File: config.mk
export PLATFORM = sky130hd
export DESIGN_NAME = soc_reset_rtc_ctrl
export DESIGN_NICKNAME = d
export VERILOG_FILES = /design/src/rtl/soc_reset_rtc_ctrl.sv
export SDC_FILE = /design/constraint.sdc
export NUM_CORES = 1
export LEC_CHECK = 0
export BUFFER_PORTS_ARGS = -buffer_cell sky130_fd_sc_hd__buf_2
export CORE_MARGIN = 1
export CORE_UTILIZATION = 45
export DETAILED_ROUTE_END_ITERATION = 7
export GPL_TIMING_DRIVEN = 1
export MAX_ROUTING_LAYER = met4
export PLACE_DENSITY = 0.73
export SLEW_MARGIN = 20
export SYNTH_ARGS = -nofsm -noshare
export SYNTH_HDL_FRONTEND = slang
export SYNTH_SLANG_ARGS = --single-unit
File: constraint.sdc
create_clock -name clk_i -period 1.9 [get_ports clk_i]
set_input_delay 0.095 -clock clk_i [delete_from_list [all_inputs] [get_ports clk_i]]
set_output_delay 0.095 -clock clk_i [all_outputs]
set_load 0.02 [all_outputs]
File: src/rtl/soc_reset_rtc_ctrl.sv
// soc_reset_rtc_ctrl: sequenced peripheral/core reset release, debug-domain reset sync and divided RTC
module soc_reset_rtc_ctrl #(
   parameter int PeriphHoldCycles = 16,
   parameter int CoreDelayCycles  = 4,
   parameter int RtcDiv           = 2
) (
   input  logic       clk_i,
   input  logic       rst_i,
   input  logic       ndmreset_i,
   input  logic       ext_rst_req_i,
   output logic       dm_rst_no,
   output logic       periph_rst_no,
   output logic       core_rst_no,
   output logic       rtc_o,
   output logic       rtc_tick_o,
   output logic [1:0] rst_cause_o,
   output logic       busy_o
);
   localparam int Cw = $clog2((PeriphHoldCycles > CoreDelayCycles ? PeriphHoldCycles : CoreDelayCycles) + 1);
   localparam int Rw = $clog2(RtcDiv);
   localparam logic [Cw-1:0] HoldLast = Cw'(PeriphHoldCycles - 1);
   localparam logic [Cw-1:0] CoreLast = Cw'(CoreDelayCycles - 1);
   localparam logic [Rw-1:0] RtcLast  = Rw'(RtcDiv - 1);
   localparam logic [Rw-1:0] RtcHalf  = Rw'(RtcDiv / 2);
   typedef enum logic [1:0] {HOLD_ALL, REL_PERIPH, RUN} state_t;
   state_t state, state_n;
   logic [Cw-1:0] cnt, cnt_n;
   logic [Rw-1:0] rc, rc_n;
   logic [1:0] dm_sync;
   logic req, rtc_n;
   assign req = ndmreset_i | ext_rst_req_i;
   assign dm_rst_no = dm_sync[1];
   always_comb begin
      state_n = state;
      cnt_n = cnt + 1'b1;
      if (req) begin
         state_n = HOLD_ALL;
         cnt_n = '0;
      end else if (state == HOLD_ALL && cnt == HoldLast) begin
         state_n = REL_PERIPH;
         cnt_n = '0;
      end else if (state == REL_PERIPH && cnt == CoreLast) begin
         state_n = RUN;
         cnt_n = '0;
      end else if (state == RUN) begin
         cnt_n = '0;
      end
   end
   always_comb begin
      rc_n = periph_rst_no ? (rc == RtcLast ? '0 : rc + 1'b1) : '0;
      rtc_n = rc_n >= RtcHalf;
   end
   always_ff @(posedge clk_i or posedge rst_i) begin
      if (rst_i) begin
         state <= HOLD_ALL;
         cnt <= '0;
      end else begin
         state <= state_n;
         cnt <= cnt_n;
      end
   end
   always_ff @(posedge clk_i or posedge rst_i) begin
      if (rst_i) begin
         dm_sync <= '0;
         periph_rst_no <= 1'b0;
         core_rst_no <= 1'b0;
         busy_o <= 1'b1;
         rst_cause_o <= 2'b00;
         rc <= '0;
         rtc_o <= 1'b0;
         rtc_tick_o <= 1'b0;
      end else begin
         dm_sync <= {dm_sync[0], 1'b1};
         periph_rst_no <= state_n != HOLD_ALL;
         core_rst_no <= state_n == RUN;
         busy_o <= state_n != RUN;
         if (req) rst_cause_o <= ext_rst_req_i ? 2'b10 : 2'b01;
         rc <= rc_n;
         rtc_o <= rtc_n;
         rtc_tick_o <= rtc_n & ~rtc_o;
      end
   end
endmodule

### Yosys cells after proc, flatten, opt, wreduce, memory -nomap -nowiden

Index checks and enable logic that the tools add are counted.
Widths: inputs -> output; s select.

* bits in registers: 17
* input bits: 4
* logic and storage cells: 36
* output and inout bits: 8

* muxes and demuxes: 10
* reductions and logical operators: 4
* equality and inequality tests: 6
* magnitude comparators: 1
* bitwise operators: 3
* $add $sub $neg: 2

Operators with widths (count)
* $mux 5: 4
* $mux 2: 4
* $add 5x1->5 const B: 1
* $eq 5x2->1 const B: 1
* $eq 5x4->1 const B: 1
* $eq 2x2->1 const B: 2
* $eq 2x1->1 const B: 1
* $logic_and 1x1->1: 2
* $logic_not 2->1: 1
* $mux 1: 2
* $ne 2x2->1 const B: 1
* $reduce_bool 2->1: 1
* $add 1x1->1 const B: 1
* $and 1x1->1: 1
* $ge 1x1->1 const B: 1
* $not 1->1: 1
* $or 1x1->1: 1

### Longest topological paths before layout

* depth in word-level cells: 6
* mapped depth: 6
* depth with buffers taken out: 6

### Worst setup path after synthesis

OpenSTA, ideal clock, no wires.

* path kind: reg2reg
* from: reg cnt[0]
* to: reg cnt[2]
* cell stages (with the launch flop): 7
* arrival: 1401 ps
* setup slack: 421 ps
* data required time: 1822 ps
* buffers on the path: 0
* setup time: 78 ps
* cells stage by stage: dfrtp_1 > ha_1 > and3_1 > ha_1 > o21bai_1 > o211ai_4 > a21oi_1

* cells in the longest elaborated chain, start to end: 5
* elaborated cells between the ends (all ways): 9
* those cells by class: add/sub: 1; eq/ne: 2; mux: 4; reduce/logical: 2

Ends and longest elaborated chain
* from (decl): RTL line 27 `logic [Cw-1:0] cnt, cnt_n;`
* from (signal assigned): RTL line 59 `cnt <= cnt_n;`
* $add 5x1->5 or $eq 5x2->1 (tied branches): RTL line 35, 42
* $mux 5 or $logic_and 1x1->1 (tied branches): RTL line 45, 42
* $mux 5: RTL line 42 `end else if (state == REL_PERIPH && cnt == CoreLast) begin`
* $mux 5 *: RTL line 39 `end else if (state == HOLD_ALL && cnt == HoldLast) begin`
* $mux 5 *: RTL line 36 `if (req) begin`
* via cnt_n[2]: RTL line 27

The timed path passes the listed nets; every way through them passes the cells marked *.
A chain may end at the register's enable or synchronous reset.

### Worst setup path after layout

Ends and elaborated chain as after synthesis.

==> impl_metrics.env <==
export IMPL_start_kind="flip-flop"
export IMPL_period_minus_slack_ps=1610
export IMPL_clockBufferDepth=2
export IMPL_h_tree_depth=1
export IMPL_crit_slowest_cell="dfrtp_1"
export IMPL_cap_violations=0
export IMPL_dp_final_hpwl_um=703
export IMPL_synth_fa_ha_area_share_pct=4.05
export IMPL_synth_xor_area_share_pct=1.42
export IMPL_yosysMostFrequentCell="dfrtp_1"
export IMPL_fill_cells=113
export IMPL_yosysTopAreaCellShare_pct=56.7
export IMPL_rsz0062_at_grt="false"
export IMPL_synthMuxAreaShare_pct=0
export IMPL_cts_hold_buf=1
export IMPL_synth_cells=51
export IMPL_outcome="complete, no violations"
export IMPL_synth_area_leaders="dfrtp_1 (57%), dfstp_2 (4.3%), nor2_1 (4.3%)"
export IMPL_wl_um=967
export IMPL_crit_type="reg -> reg"
export IMPL_fin_ws_ps=292
export IMPL_dpl_cell_count=75
export IMPL_slew_viol_final=0
export IMPL_worst_slew_pin_slew_ps=544
export IMPL_drive_above_1_share_pct=33.3
export IMPL_ir_worst_vdd_uv=413
export IMPL_cts_buffers_inserted=3
export IMPL_fmax_mhz=622
export IMPL_drt_first_iter_violations=3
export IMPL_crit_chain="ha_1, and3_1, ha_1, o21bai_1, o211ai_4, a21oi_1"
export IMPL_total_power_uw=541
export IMPL_synth_top_flop_cell="dfrtp_1"
export IMPL_clock_skew_ps=3.18
export IMPL_slew_headroom_pct=63.7
export IMPL_async_flop_share_pct=100
export IMPL_place_congestion=0.771
export IMPL_cts_setup_buffers=0
export IMPL_worstPathMaxFanout=5
export IMPL_antenna_cells=0
export IMPL_cts_repair_resized=0
export IMPL_clk_latency_ps=270
export IMPL_synth_compound_area_share_pct=12.3
export IMPL_globalRouteTotalUtil_pct=17.3
export IMPL_cp_arrival_ps=1810
export IMPL_dieArea_um2=1530
export IMPL_cts_tree="yes"
export IMPL_p_per_area_nw_per_um2=750
export IMPL_dieWidth_um=39.1
export IMPL_place_ws_ps=304
export IMPL_grt_first_pass_wirelength_um=1670
export IMPL_critPathRequiredTime_ps=2110
export IMPL_path_clk_slew_ps=90
export IMPL_register_area_um2=377
export IMPL_core_um2=1190
export IMPL_holdWs_ps=23.2
export IMPL_utilization_pct=60.8
export IMPL_avgSynthCellArea_um2=12.1
export IMPL_fin_setup_tns_ps=0
export IMPL_area_growth_pct=16.6
export IMPL_grt_max_degree=16
export IMPL_drtAntennaViolNets=0
export IMPL_rows=12
export IMPL_die_h_um=39.1
export IMPL_detail_route_vias_per_cell=4.93
export IMPL_first_global_vias=387
export IMPL_drc=0
export IMPL_ys_types=24
export IMPL_root_buffer="clkbuf_4"
export IMPL_synth_top_family_by_area="simple AND/OR/NAND/NOR gates"
export IMPL_min_path_type="in -> reg"
export IMPL_yosysWarnings=0
export IMPL_first_pass_iters=2
export IMPL_io_buffer_count=11
export IMPL_multiInputGateArea_um2=215
export IMPL_synth_edf_count=0
export IMPL_finalCritPeriodShare_pct=84.6
export IMPL_worst_path_most_repeated_cell="ha_1"
export IMPL_num_vias=394
export IMPL_final_cells=80
export IMPL_synth_top_area_cell="dfrtp_1"
export IMPL_avgRoutedWirePerCell_um=12.1
export IMPL_yosysSeqAreaShare_pct=60.9
export IMPL_power_leakage_nw=0.382
export IMPL_initial_core_util_pct=52.1
export IMPL_hold_viol_final=0
export IMPL_cpPeakStageDelay_ps=410
export IMPL_synth_area_um2=618
export IMPL_clock_sinks=15
export IMPL_overflow=0
export IMPL_ios=12
export IMPL_synthSimpleGateAreaFrac_pct=16.4
export IMPL_antenna_found_initial=0
export IMPL_synth_common_cells="dfrtp_1 (14), nor2_1 (7), inv_1 (5)"
export IMPL_setup_violations_final=0
export IMPL_synth_nets=57
export IMPL_design_area_um2=721
export IMPL_ys_seq_elements=15
export IMPL_placed_area_um2=683
export IMPL_final_nets=73
export IMPL_critPathCaptureType="flip-flop"
-- sequential cells by signal, summed over array words and instances, names as in the netlist --
signal,flops
rc,1
busy_o,1
core_rst_no,1
state,2
cnt,5
dm_sync,2
rst_cause_o,2
periph_rst_no,1
-- logic make-up after synthesis --
family          after synthesis
other cells                   1
simple gates                 17
compound gates                9
xor+xnor                      1
buf+inv                       6
fa+ha+maj                     2
flops                        15
-- placed cells by master, fill, tap and decap left out, types with 2 or more instances in the layout --
| master | Yosys | routed |
|---|---|---|
| dfrtp_1 | 14 | 14 |
| buf_2 | 0 | 11 |
| nor2_1 | 7 | 7 |
| inv_1 | 5 | 5 |
| clkbuf_4 | 0 | 3 |
| a21oi_1 | 2 | 2 |
| o21a_1 | 2 | 2 |
| nor2_2 | 2 | 2 |
| ha_1 | 2 | 2 |
-- metal layers --
layer	up-vias	wire, um	GRT usage [%]
met2	7	467	26.3
met3	2	33	3.47
li1	198	-	-
met5	-	0	-
met4	0	13	10.3
met1	187	453	21.1
-- worst paths after layout --
| check | from | to | slack, ps | depth (start not counted) |
|---|---|---|---|---|
| max | cnt[0]$_DFF_PP0_ | cnt[2]$_DFF_PP0_ | 290 | 6 |
| min reg2reg | dm_sync[0]$_DFF_PP0_ | dm_sync[1]$_DFF_PP0_ | 370 | 0 |
| max reg2reg | cnt[0]$_DFF_PP0_ | cnt[2]$_DFF_PP0_ | 290 | 6 |
| max in group asynchronous | rst_i | busy_o$_DFF_PP1_ | 1130 | 3 |
| min | ext_rst_req_i | rst_cause_o[0]$_DFFE_PP0N_ | 20 | 2 |
| min in group asynchronous | rst_i | state[1]$_DFF_PP0_ | 400 | 3 |
-- critical path: cells and delay by family, from the launching register on --
family	cells	cell delay, ps
compound gates	3	510
fa+ha+maj	2	440
simple gates	1	190
flops	1	410
-- power breakdown --
part | switching (mW) | internal (mW) | total [mW] | leakage (nW)
Combinational | 0.0224 | 0.0115 | 0.0339 | 0.169
Sequential | 0.00323 | 0.326 | 0.329 | 0.196
Clock | 0.0995 | 0.0779 | 0.177 | 0.0177
-- area by class of cell --
type,instances,area share (%)
clock inverters,1,0.694
clock buffers,3,3.13
flip-flops and latches,15,52.3
multi-input cells,30,29.9
well taps,14,2.43
repair buffers,12,9.03
inverters,5,2.60
Power figures use the tool's default switching activity.
